**src/rtl/frog_btn_conditioner.sv**
```systemverilog
// Turns four raw active-low direction keys into one-shot active-low hop requests for the frog.
// Latency: 2 sync + DB_CYCLES debounce + 1 clk from key press to registered request.
// Backpressure: a request holds until an animation tick consumes it; presses arriving meanwhile are dropped.
module frog_btn_conditioner #(
    parameter int DB_CYCLES    = 500000,
    parameter int REPEAT_TICKS = 24
) (
    input  logic i_clk,
    input  logic i_rst,
    input  logic i_ani_stb,
    input  logic i_animate,
    input  logic i_dead,
    input  logic i_up_n,
    input  logic i_down_n,
    input  logic i_left_n,
    input  logic i_right_n,
    output logic o_up_btn,
    output logic o_down_btn,
    output logic o_left_btn,
    output logic o_right_btn
);

    localparam int DB_W = (DB_CYCLES > 1) ? $clog2(DB_CYCLES) : 1;
    localparam int RP_W = (REPEAT_TICKS > 0) ? $clog2(REPEAT_TICKS + 1) : 1;
    localparam logic [DB_W-1:0] DB_LAST = DB_W'(DB_CYCLES - 1);
    localparam logic [RP_W-1:0] RP_LAST = RP_W'(REPEAT_TICKS - 1);
    localparam bit REP_EN = (REPEAT_TICKS != 0);

    typedef enum logic {
        IDLE = 1'b0,
        REQ  = 1'b1
    } state_t;

    // bit order everywhere: [0]=up, [1]=down, [2]=left, [3]=right
    logic            tick;
    logic [3:0]      key_raw;
    logic [3:0]      sync_a;
    logic [3:0]      sync_b;
    logic [3:0]      db_lvl;
    logic [3:0]      db_prev;
    logic [3:0]      press;
    logic [3:0][DB_W-1:0] db_cnt;

    logic            press_any;
    logic [1:0]      press_key;

    state_t          state;
    state_t          state_nxt;
    logic [1:0]      req_key;
    logic [1:0]      key_nxt;
    logic [RP_W-1:0] rep_cnt;
    logic [RP_W-1:0] rep_nxt;
    logic [3:0]      out_n;
    logic [3:0]      out_nxt;

    assign tick    = i_animate & i_ani_stb;
    assign key_raw = {i_right_n, i_left_n, i_down_n, i_up_n};
    assign press   = db_prev & ~db_lvl;

    always_ff @(posedge i_clk) begin
        if (i_rst) begin
            sync_a  <= '1;
            sync_b  <= '1;
            db_lvl  <= '1;
            db_prev <= '1;
            db_cnt  <= '0;
        end else begin
            sync_a  <= key_raw;
            sync_b  <= sync_a;
            db_prev <= db_lvl;
            for (int i = 0; i < 4; i++) begin
                if (sync_b[i] != db_lvl[i]) begin
                    // counter clears on the level flip, so it can never pass DB_LAST
                    if (db_cnt[i] == DB_LAST) begin
                        db_lvl[i] <= sync_b[i];
                        db_cnt[i] <= '0;
                    end else begin
                        db_cnt[i] <= db_cnt[i] + DB_W'(1);
                    end
                end else begin
                    db_cnt[i] <= '0;
                end
            end
        end
    end

    always_comb begin
        press_any = |press;
        press_key = 2'd0;
        if (press[0]) begin
            press_key = 2'd0;
        end else if (press[1]) begin
            press_key = 2'd1;
        end else if (press[2]) begin
            press_key = 2'd2;
        end else if (press[3]) begin
            press_key = 2'd3;
        end
    end

    always_ff @(posedge i_clk) begin
        if (i_rst) begin
            state   <= IDLE;
            req_key <= 2'd0;
            rep_cnt <= '0;
            out_n   <= '1;
        end else begin
            state   <= state_nxt;
            req_key <= key_nxt;
            rep_cnt <= rep_nxt;
            out_n   <= out_nxt;
        end
    end

    always_comb begin
        state_nxt = state;
        key_nxt   = req_key;
        rep_nxt   = rep_cnt;
        out_nxt   = 4'b1111;
        if (i_dead) begin
            state_nxt = IDLE;
            rep_nxt   = '0;
        end else begin
            case (state)
                IDLE: begin
                    if (press_any) begin
                        state_nxt = REQ;
                        key_nxt   = press_key;
                        rep_nxt   = '0;
                    end else if (REP_EN && !db_lvl[req_key]) begin
                        // auto-repeat only counts ticks while the last requested key stays held
                        if (tick) begin
                            if (rep_cnt == RP_LAST) begin
                                state_nxt = REQ;
                                rep_nxt   = '0;
                            end else begin
                                rep_nxt = rep_cnt + RP_W'(1);
                            end
                        end
                    end else begin
                        rep_nxt = '0;
                    end
                end
                REQ: begin
                    if (tick) begin
                        state_nxt = IDLE;
                    end
                end
                default: begin
                    state_nxt = IDLE;
                end
            endcase
        end
        if (state_nxt == REQ) begin
            out_nxt[key_nxt] = 1'b0;
        end
    end

    assign o_up_btn    = out_n[0];
    assign o_down_btn  = out_n[1];
    assign o_left_btn  = out_n[2];
    assign o_right_btn = out_n[3];

endmodule

```
**config.mk**
```make
export PLATFORM = sky130hd
export DESIGN_NAME = frog_btn_conditioner
export DESIGN_NICKNAME = d
export VERILOG_FILES = /design/src/rtl/frog_btn_conditioner.sv
export SDC_FILE = /design/constraint.sdc
export NUM_CORES = 1
export LEC_CHECK = 0
export ABC_AREA = 1
export CAP_MARGIN = 5
export CORE_MARGIN = 4
export CORE_UTILIZATION = 60
export CTS_CLUSTER_DIAMETER = 40
export DETAILED_ROUTE_END_ITERATION = 7
export PLACE_DENSITY = 0.8
export SLEW_MARGIN = 20
export SYNTH_ARGS = -nofsm -noshare
export SYNTH_HDL_FRONTEND = slang
export SYNTH_SLANG_ARGS = --single-unit
export TNS_END_PERCENT = 20
```
**constraint.sdc**
```tcl
create_clock -name i_clk -period 1.9 [get_ports i_clk]
set_input_delay 0.57 -clock i_clk [delete_from_list [all_inputs] [get_ports i_clk]]
set_output_delay 0.57 -clock i_clk [all_outputs]
set_load 0.02 [all_outputs]
```
# Word level (Yosys, flattened, before mapping)
# Cells that the tools add are included.
word_totals:
  n_memories: 0
  wordCells: 78
  ramBits: 0
  in_bits: 9
  mem_bits_ro: 0
  ff_bits: 104
  latchBits: 0
op_classes:
  eq_ne: 9
  reduce_logical: 14
  muxes: 22
  n_shift: 0
  magnitude_cmp: 3
  div: 0
  mul: 0
  add_sub_neg: 5
  bitwise: 10
op_table:
  columns: ["cell", "n"]
  rows:
  - ["19-bit by 1-bit adder with 19-bit output (second input constant)", 4]
  - ["19-bit == test (second input constant)", 4]
  - ["5-bit 2-to-1 mux", 4]
  - ["2-bit 2-to-1 mux", 7]
  - ["3-bit OR reduction", 4]
  - ["2-bit AND reduction", 5]
  - ["1-bit 2-to-1 mux", 8]
  - ["4-bit NOT", 2]
  - ["2-bit by 3-bit less-than comparator with 1-bit output (second input constant)", 2]
  - ["1-bit NOT", 6]
  - ["5-bit by 1-bit adder with 5-bit output (second input constant)", 1]
  - ["5-bit == test (second input constant)", 1]
  - ["4-bit AND", 1]
  - ["1-bit != test", 4]
  - ["2-bit OR reduction", 2]
  - ["4-bit OR reduction", 1]
  - ["3-bit nonzero test", 1]
  - ["1-bit binary-select mux with 2-bit select", 1]
  - ["1-bit demux with 2-bit select", 1]
  - ["2-bit by 1-bit greater-or-equal comparator with 1-bit output (second input constant)", 1]
  - ["1-bit one-hot mux with 2 select lines", 1]
  - ["1-bit AND", 1]
  - ["1-bit logical AND", 1]

# Logic depth before layout (Yosys ltp)
depth:
  depth_word: 14
  depth_mapped: 11
  mapped_depth_nobuf: 11

# Worst setup path before layout
# OpenSTA, ideal clock, no wires.
synth_timing:
  kind: "reg-to-reg"
  start: "reg db_cnt[38] in the netlist's numbering"
  end: "reg db_cnt[54] in the netlist's numbering"
  t_arrival_ns: 1.305
  stages_incl_launch_ff: 11
  path_slack_ns: 0.485
  path_cell_list: "dfxtp_1 > ha_1 > nand2_2 > nor2_4 > nand2_2 > nor2_2 > nand2_1 > nor2_1 > nand2_1 > nand3_1 > inv_1"
synth_between:
  elab_chain_len: 2
  elab_cells_between_ends: 3
synth_lines:
  columns: ["item", "line_no", "source"]
  rows:
  - ["start: declaration", "42", "logic [3:0][DB_W-1:0] db_cnt;"]
  - ["start signal: indexed assignment", "78", "db_cnt[i] <= db_cnt[i] + DB_W'(1);"]
  - ["branches (longest 2 deep; another with 19-bit by 1-bit adder with 19-bit output)", null, null]
# Several ways; the timed one is not identified.
# A chain may end at the register's enable or synchronous reset.

# Final worst setup path
layout_timing:
  start: "reg out_n[1]"
  end: "out o_down_btn"
layout_rtl:
  columns: ["item", "line_no", "source"]
  rows:
  - ["start: declaration", "53", "logic [3:0] out_n;"]
  - ["start signal: assignment", "111", "out_n <= out_nxt;"]
  - ["end: declaration", "18", "output logic o_down_btn,"]
# No word-level cell between the ends.

==> results.txt <==
max_cap viols - 0
Synth top area share - 0.416
CTS sink count - 104
Initial Utilization - 0.612
CP endpoint kind - primary output
clk slew on worst S/H paths - 0.09 ns
hpwl dp - 7.02 mm
largest area contributor in the netlist - dfxtp_1
crit-path cells - clkdlybuf4s50_1
core area - 8180 um^2
crit path time final - 1.84 ns
Vias per Instance - 5.16
Clock Tree Buf Depth - 2
Synth Flop Type - dfxtp_1
pin count of the biggest net entering global routing - 20
Leak - 1.93 nW
ys async rst share - 0
Final Hold Viols - 0
sequential share of the synthesized area - 0.416
PwrDens - 652 nW/um^2
gr ovfl total - 0
first-pass GRT wire length - 16.7 mm
DRC Markers - 0
PortBufs - 12
count leader, synth - nand2_1
CP max stage cell - clkdlybuf4s50_1
Fill cells - 705
Slew HR - 0.700
Synth area leaders - dfxtp_1 (42%), nand2_1 (10%), nor2_1 (8.5%)
Total GRT Usage - 0.200
Chip Width - 99.3 um
Final Setup Violations - 0
# diodes - 0
fin util - 0.671
CTS buffer count - 9
Worst Skew - 0.0117 ns
final WL - 9.23 mm
drt first pass iters - 4
H-tree Lvls - 3
synth unique cells - 34
xor/xnor cell area share of the yosys netlist - 0.0701
Die Ht - 99.3 um
CP Data Arrival Time - 1.27 ns
post-synthesis adder-cell area fraction - 0.0125
num rows - 33
layout cell share with drive strength beyond 1 - 0.116
Root Buffer - clkbuf_8
area of the mapped netlist - 5000 um^2
Worst Path Buf+Inv - 1
FMAX - 544 MHz
top post-synthesis cells by count - nand2_1 (139), nor2_1 (113), dfxtp_1 (104)
outcome - complete, no violations
initial DRC count - 148
CTS tree - built
Mean Syn Cell Area - 7.30 um^2
Post-Layout Inst Area - 5490 um^2
vias in the first global route - 3,995
Yosys warning total - 0
crit-path leading delay family - buffers and inverters
final period utilization - 0.968
die area - 9860 um^2
main combinational cell family by area after synthesis - simple AND/OR/NAND/NOR gates
Synth Register Bits - 104
Max Slew Vio Count - 0
crit-path max FO - 1
Final WS setup - 0.0607 ns
Synth Area in Compound Gates - 0.0413
vias - 4,245
area grow syn2layout - 9.68%
Routed Antenna Nets - 0
RD Place Congestion - 0.870
setup slack at placement - -0.0299 ns
Worst setup SP type - flip-flop
simple-gate share of the synthesized area - 0.387
Final nets - 728
Worst-Margin Slew - 0.447 ns
DR WL/cell - 11.2 um
synthesized instance count - 685
WS Path Type - reg2out
I/O pin count - 13
EDFF count, synth - 0
RSZ-0062 raised after global routing - no
DP Area - 5290 um^2
Worst-Skew Late Latency - 0.36 ns
Syn Nets - 699
crit-path max cell delay - 0.60 ns
worst path required time - 1.33 ns
VDD IR-drop max - 0.536 mV
Worst Hold Class - reg2reg
post-synthesis mux area share - 0
initial antenna violation count - 0
==> what timing repair did <==
action                                  4_1_cts  5_1_grt
hold buffers                                  0        0
endpoints found under the setup margin        0        3
gates resized for setup                       0        3
setup buffers                                 0        0
==> path summary, 6_finish.rpt <==
kind	slack (ns)	end	cells past startpoint	from
setup / recovery	0.06	o_down_btn	1	out_n[1]$_SDFF_PP1_
hold / removal	0.42	sync_b[0]$_SDFF_PP1_	1	sync_a[0]$_SDFF_PP1_
setup reg to reg	0.26	db_cnt[37]$_SDFF_PP0_	11	db_cnt[19]$_SDFF_PP0_
hold reg to reg	0.42	sync_b[0]$_SDFF_PP1_	1	sync_a[0]$_SDFF_PP1_
==> power breakdown <==
group          switching [mW]  internal (mW)
sequential            0.00601           2.19
clock                   0.696          0.611
combinational          0.0377         0.0391
total                   0.740           2.84
==> per-stage QoR <==
step | hold WS, ns | instances | power [mW] | setup TNS, ns
CTS | 0.422 | 823 | 3.64 | 0
detailed placement | 0.395 | 808 | 2.32 | -0.109
floorplan | 0.389 | 685 | 2.28 | 0
global route | 0.461 | 823 | 3.74 | 0
finish | 0.419 | 823 | 3.58 | 0
global placement | 0.398 | 808 | 2.32 | 0
==> cells in the final DEF (no fill, tap or decap), types with 9 or more instances in the layout <==
master             n
dfxtp_1          104
nand2_2           10
nand3_1           59
a21oi_1           24
buf_4             11
nor2_2             9
nor2_1           113
clkdlybuf4s50_1    9
nand4_1           26
nand2_1          139
xor2_1            33
nor3_1            20
inv_1             79
clkbuf_8           9
==> area by class of cell <==
type | instances | area, um^2 | share of cell area
flip-flops and latches | 104 | 2080 | 0.380
inverters | 86 | 323 | 0.0589
clock buffers | 11 | 131 | 0.0240
well taps | 105 | 131 | 0.0240
clock inverters | 4 | 52.6 | 0.00958
repair buffers | 23 | 210 | 0.0383
multi-input cells | 490 | 2550 | 0.466
==> kinds of logic (layout without fill, tap and decap cells) <==
logic type	after synthesis	in the layout
simple gates	408	408
flops	104	104
buf+inv	91	124
xor+xnor	40	40
compound gates	37	37
fa+ha+maj	5	5
==> layer usage <==
layer,track usage,wire [um]
met5,0,0
met4,0.0462,105
met1,0.244,4340
met3,0.0526,258
met2,0.354,4530
==> worst reg2reg max path: cells and delay by family, from the launching register on <==
| kind | cells | cell delay, ns |
|---|---|---|
| flip-flops | 1 | 0.46 |
| adder cells (fa/ha/maj) | 1 | 0.23 |
| AND/OR/NAND/NOR | 9 | 0.84 |
| buffers and inverters | 1 | 0.07 |
==> state kept, by name (all words and copies together) (netlist names) <==
register and cells:
db_cnt 76, db_lvl 4, db_prev 4, out_n 4
rep_cnt 5, req_key 2, state 1, sync_a 4
sync_b 4
No activity file was read; power rests on OpenSTA's default activity.
